File: config.mk
export PLATFORM = sky130hd
export DESIGN_NAME = rplace_reseed_ctrl
export DESIGN_NICKNAME = d
export VERILOG_FILES = /design/src/rtl/rplace_reseed_ctrl_pkg.sv /design/src/rtl/rplace_reseed_ctrl.sv
export SDC_FILE = /design/constraint.sdc
export NUM_CORES = 1
export LEC_CHECK = 0
export CORE_ASPECT_RATIO = 0.6
export CORE_MARGIN = 1
export CORE_UTILIZATION = 35
export DETAILED_ROUTE_END_ITERATION = 8
export PLACE_DENSITY = 0.56
export SETUP_SLACK_MARGIN = 0.02
export SLEW_MARGIN = 20
export SYNTH_ARGS = -nofsm -noshare
export SYNTH_HDL_FRONTEND = slang
export SYNTH_SLANG_ARGS = --single-unit
File: constraint.sdc
create_clock -name clk -period 2.25 [get_ports clk]
set_input_delay 0.45 -clock clk [delete_from_list [all_inputs] [get_ports clk]]
set_output_delay 0.45 -clock clk [all_outputs]
set_load 0.05 [all_outputs]
File: src/rtl/rplace_reseed_ctrl_pkg.sv
// Shared types and defaults for the randomized-placement reseed controller.
package rplace_reseed_ctrl_pkg;

   typedef enum logic [1:0] {
      RS_IDLE,
      RS_DRAIN,
      RS_FLUSH,
      RS_RESEED
   } rplace_state_t;

   localparam int EPOCH_BITS_DEFAULT = 16;
   localparam int PERF_BITS_DEFAULT  = 32;

endpackage

File: src/rtl/rplace_reseed_ctrl.sv
// Re-keys the randomized cache placement: count, drain, flush, reseed.
// Define RPLACE_RESEED_PERF_EN to add the reseed_count event counter.
module rplace_reseed_ctrl
   import rplace_reseed_ctrl_pkg::*;
#(
   parameter int EPOCH_BITS = EPOCH_BITS_DEFAULT
`ifdef RPLACE_RESEED_PERF_EN
   ,
   parameter int PERF_BITS = PERF_BITS_DEFAULT
`endif
) (
   input  logic                  clk,
   input  logic                  reset,
   input  logic                  access_valid,
   input  logic [EPOCH_BITS-1:0] epoch_thresh,
   input  logic                  sw_reseed_req,
   input  logic                  miss_pending,
   output logic                  flush_req,
   input  logic                  flush_done,
   output logic                  stall_o,
   output logic                  reseed,
   output logic                  busy
`ifdef RPLACE_RESEED_PERF_EN
   ,
   output logic [PERF_BITS-1:0]  reseed_count
`endif
);

   localparam logic [EPOCH_BITS-1:0] ONE = {{(EPOCH_BITS-1){1'b0}}, 1'b1};

   rplace_state_t         state_q, state_d;
   logic [EPOCH_BITS-1:0] count_q, count_d;
   logic [EPOCH_BITS-1:0] thresh_m1;
   logic                  sw_pend_q, sw_pend_d;
   logic                  flush_req_q, flush_req_d;
   logic                  stall_q, stall_d;
   logic                  reseed_q, reseed_d;
   logic                  busy_q, busy_d;
   logic                  acc;
   logic                  auto_trig;
   logic                  trig;

   always_ff @(posedge clk or posedge reset) begin
      if (reset) begin
         state_q     <= RS_IDLE;
         count_q     <= '0;
         sw_pend_q   <= 1'b0;
         flush_req_q <= 1'b0;
         stall_q     <= 1'b0;
         reseed_q    <= 1'b0;
         busy_q      <= 1'b0;
      end else begin
         state_q     <= state_d;
         count_q     <= count_d;
         sw_pend_q   <= sw_pend_d;
         flush_req_q <= flush_req_d;
         stall_q     <= stall_d;
         reseed_q    <= reseed_d;
         busy_q      <= busy_d;
      end
   end

   always_comb begin
      state_d   = state_q;
      count_d   = count_q;
      sw_pend_d = sw_pend_q;
      // accesses issued against an active stall are a protocol error
      acc       = access_valid & ~stall_q;
      thresh_m1 = epoch_thresh - ONE;
      auto_trig = (epoch_thresh != '0) && acc && (count_q >= thresh_m1);
      trig      = auto_trig || sw_reseed_req || sw_pend_q;
      unique case (state_q)
         RS_IDLE: begin
            if (acc && (count_q != '1)) count_d = count_q + ONE;
            if (trig) begin
               state_d   = RS_DRAIN;
               sw_pend_d = 1'b0;
            end
         end
         RS_DRAIN: begin
            if (sw_reseed_req) sw_pend_d = 1'b1;
            if (!miss_pending) state_d = RS_FLUSH;
         end
         RS_FLUSH: begin
            if (sw_reseed_req) sw_pend_d = 1'b1;
            if (flush_done) state_d = RS_RESEED;
         end
         RS_RESEED: begin
            // a request seen here is covered by this seed change
            count_d = '0;
            state_d = RS_IDLE;
         end
         default: state_d = RS_IDLE;
      endcase
   end

   always_comb begin
      stall_d     = (state_d != RS_IDLE);
      busy_d      = (state_d != RS_IDLE);
      flush_req_d = (state_d == RS_FLUSH);
      reseed_d    = (state_d == RS_RESEED);
   end

   assign flush_req = flush_req_q;
   assign stall_o   = stall_q;
   assign reseed    = reseed_q;
   assign busy      = busy_q;

`ifdef RPLACE_RESEED_PERF_EN
   logic [PERF_BITS-1:0] perf_q, perf_d;

   always_comb begin
      perf_d = perf_q;
      if (reseed_q) perf_d = perf_q + {{(PERF_BITS-1){1'b0}}, 1'b1};
   end

   always_ff @(posedge clk or posedge reset) begin
      if (reset) perf_q <= '0;
      else       perf_q <= perf_d;
   end

   assign reseed_count = perf_q;
`endif

endmodule

==> flow_summary_export.csv, run 1 <==
group,metric,value,unit
outcome,status,"finished with violations",
outcome,failing_checks,"setup timing",
final_layout,layout.cell_area.non_filler,2721,sq um
drt,detail-route-antenna-nets,0,
sta,worstMarginPinSlew,0.4757,ns
synthesis,yosys-top-cells-area,"sky130_fd_sc_hd__dfrtp_1, sky130_fd_sc_hd__ha_1, sky130_fd_sc_hd__xnor2_1, sky130_fd_sc_hd__nor2_1, sky130_fd_sc_hd__a21oi_1",
pwr,finalPower,2132,uW
global_route,use_met3,5.039,%
worst_setup_path,path_class,"input port to flop",
sta,max_freq,341.3,MHz
placed_design,port_buffers,25,
pwr,power_density,783.4,nW/um^2
final_layout,layout-drive-gt1-share,25.77,%
floorplanning,core-area,5080,sq um
sta,finalCriticalPeriod,2.930,ns
synthesis,synth.cell_area,1854,sq um
worst_setup_path,worstSetupPathDepth,14,
synthesis,synth_largest_type_area_fraction,29.69,%
clocking,cts_hold_buf,0,
synthesis,syn_avg_cell_area,8.706,sq um
floorplanning,start_util,36.50,%
sta,final.hold.worst_slack,0.5090,ns
worst_setup_path,crit_path_max_incr_delay,0.36,ns
job,drv.max_cap_violation_count,0,
synthesis,synth_seq_cells,22,
floorplanning,die_width,95.97,um
sta,max-slew-margin-rel,67.47,%
worst_setup_path,rrSetupSlack,0.03,ns
worst_setup_path,critical_path.reg2reg.startpoint,"count_q[0]",
worst_setup_path,worst_path_dominant_cell_family,"simple AND/OR/NAND/NOR gates",
worst_setup_path,crit_fanout,4,
sta,worst_clock_skew,0.003708,ns
clocking,cts.reportedPaths.clkPinSlew,0.08,ns
sta,timing.final.max_slew_violations,0,
drt,via_per_inst,5.048,
worst_setup_path,rr_worst_depth,9,
worst_setup_path,slowest_stage,"sky130_fd_sc_hd__or3_4",
synthesis,post_synth_most_frequent_cells,"sky130_fd_sc_hd__nor2_1, sky130_fd_sc_hd__ha_1, sky130_fd_sc_hd__dfrtp_1",
global_route,grt_pass1_wl,8142,um
final_layout,num-nets-final,338,
clocking,ctsHtreeMaxLevel,1,
worst_hold_path,worstHoldPathType,"input port to async pin",
floorplanning,placement_rows,20,
global_route,antenna_found_initial,0,
final_layout,antennaDiodeCount,0,
global_route,busiest_layer,"met1",
global_route,grt_use_met2,27.14,%
pwr,power.leakage,0.001255,uW
worst_setup_path,cp_num_buf_inv,2,
placed_design,pre_cts_slack,-1.347,ns
sta,final-hold-violation-count,0,
synthesis,synth-warning-count,0,
drt,drt_pass1_iterations,4,
global_route,grt_total_usage,19.48,%
worst_setup_path,crit_chain,"buf_6 > nor4_4 > nor4b_4 > nand2b_4 > or3_4 > buf_6 > xor2_2 > ha_1 > nand4_1 > nor2_2 > nor4b_4 > o31ai_4 > a41oi_2 > nor2_1",
drt,initialDrtViolationCount,80,
floorplanning,die_y,58.38,um
global_route,grt_remaining_overflow,0,
clocking,tritoncts_clock_tree,"yes",
worst_setup_path,worstPathArrival,3.09,ns
final_layout,flow.area_growth_from_synthesis,46.76,%
clocking,clock-root-buffer,"sky130_fd_sc_hd__clkbuf_8",
drt,wl,5006,um
sta,setup_tns,-3.252,ns
sta,setup_ws,-0.6804,ns
worst_setup_path,crit_path_start_kind,"input port",
global_route,grt_start_max_net_pins,23,
final_layout,filler_cell_count,487,
worst_setup_path,crit-reg2reg-capture,"flush_req",
sta,finalSetupViolCount,5,
worst_setup_path,setup.worst_path.end_class,"flop",
synthesis,synth-edff-count,0,
floorplanning,num_io_pins,26,
global_route,grtUsageMet1,29.63,%
clocking,worstSkewPairLatency,0.27,ns
sta,rsz0062_at_grt,"true",
worst_setup_path,worstPathRequired,2.41,ns
synthesis,postSynthNetCount,259,
clocking,cts.path.max_buffers,2,
clocking,cts_made_buffers,3,
synthesis,yosysMostFrequentCell,"sky130_fd_sc_hd__nor2_1",
drt,detail_route.drc_violations,0,
sta,fin_crit_sh,130.2,%
drt,routed-via-count,1802,
clocking,cts.sink_count,22,
placed_design,placed_cell_area,2511,sq um
synthesis,synth_seq_area_share,29.69,%
synthesis,post_synth_num_cell_types,40,
pwr,worst_ir_drop_vdd,0.0003915,V
synthesis,synth_area_leader_cell,"sky130_fd_sc_hd__dfrtp_1",
synthesis,synth_ff_type,"sky130_fd_sc_hd__dfrtp_1",
synthesis,synth-async-reset-ratio,100.0,%
placed_design,dp_hpwl,3832,um
floorplanning,fp.dieArea,5602,sq um
global_route,via_count_of_the_first_global_routing_pass,1730,
placed_design,gp_routability_congestion,0.7861,
synthesis,netlist_instances,213,
drt,routed_wl_per_cell,14.02,um
power breakdown:
part	internal [uW]	switching (uW)	total [uW]	leakage, uW
clock network	238	138	376	0.0000357
registers	522	140	662	0.000293
logic	478	616	1090	0.000926
cell type report:
cell class,instances,area [sq um],area share (%)
clock inverter,1,30.03,1.103
multi-input combinational,177,1343,49.33
timing repair buffer,76,629.4,23.13
sequential,22,550.5,20.23
tap,66,82.58,3.034
inverter,12,45.04,1.655
clock buffer,3,41.29,1.517
layout by cell type, fill, tap and decap left out, drive strengths merged, types with 4 or more instances in the layout:
cell / n
clkdlybuf4s50: 16
buf: 54
a21o: 5
nand3: 5
dfrtp: 22
xor2: 7
a21oi: 15
nand4: 5
nor3: 5
o21ai: 6
dlygate4sd2: 5
nor2: 33
nand2b: 4
a2111oi: 4
ha: 24
inv: 12
nand2: 17
xnor2: 17
worst reg2reg max path: stages, from the launching register on:
cell                        delay, ns
sky130_fd_sc_hd__dfrtp_1         0.40
sky130_fd_sc_hd__inv_1           0.11
sky130_fd_sc_hd__ha_1            0.23
sky130_fd_sc_hd__nand2b_1        0.13
sky130_fd_sc_hd__a2111oi_0       0.46
sky130_fd_sc_hd__buf_4           0.22
sky130_fd_sc_hd__nor4b_4         0.05
sky130_fd_sc_hd__o31ai_4         0.21
sky130_fd_sc_hd__a41oi_2         0.19
sky130_fd_sc_hd__nor2_1          0.15
state kept, by name (all words and copies together), names as in the netlist:
register / count
sw_pend_q: 1
flush_req: 1
busy: 1
count_q: 16
reseed: 1
state_q: 2
cells by family after synthesis:
family	Yosys count	synth area share, %
buffers and inverters	14	3.036
adder cells (fa/ha/maj)	24	16.19
AO/OA/AOI/OAI	43	15.25
flip-flops	22	29.69
AND/OR/NAND/NOR	86	24.49
XOR/XNOR	24	11.34
how the worst max path moves through the flow:
stage / startpoint / endpoint / slack [ns]
after global placement: epoch_thresh[3] / flush_req / -1.25
final: epoch_thresh[5] / flush_req / -0.68
after global routing: epoch_thresh[5] / flush_req / -0.86
after CTS: epoch_thresh[6] / busy / -0.81
after floorplan: epoch_thresh[3] / flush_req / -0.65
after detailed placement: epoch_thresh[3] / flush_req / -1.35
what timing repair did:
action,CTS,global route
pin swaps,13,13
gates resized for setup,31,6
endpoints found under the setup margin,5,6
setup buffers,10,0
layer usage:
layer  share of wire, %  wire (um)  up-vias
met5                  0          0        -
met4                1.5         74        0
met2                 39       1941       41
met3                6.4        322       11
li1                   -          -      910
met1                 53       2667      840
per-stage QoR:
step                cells  util, %
finish                357    53.57
global route          357    53.57
CTS                   357    52.91
detailed placement    343    49.43
global placement      343    49.43
floorplan             213        -
Note: power is estimated with default switching activity, not from simulation.
==> run 2, diff against run 1 <==
--- a/config.mk
+++ b/config.mk
@@ -5,6 +5,8 @@
 export SDC_FILE = /design/constraint.sdc
 export NUM_CORES = 1
 export LEC_CHECK = 0
+export ABC_CLOCK_PERIOD_IN_PS = 2250
+export CAP_MARGIN = 20
 export CORE_ASPECT_RATIO = 0.6
 export CORE_MARGIN = 1
 export CORE_UTILIZATION = 35
==> results of run 2 <==
Same layout as run 1: the final DEF is identical, and so are final timing and power.
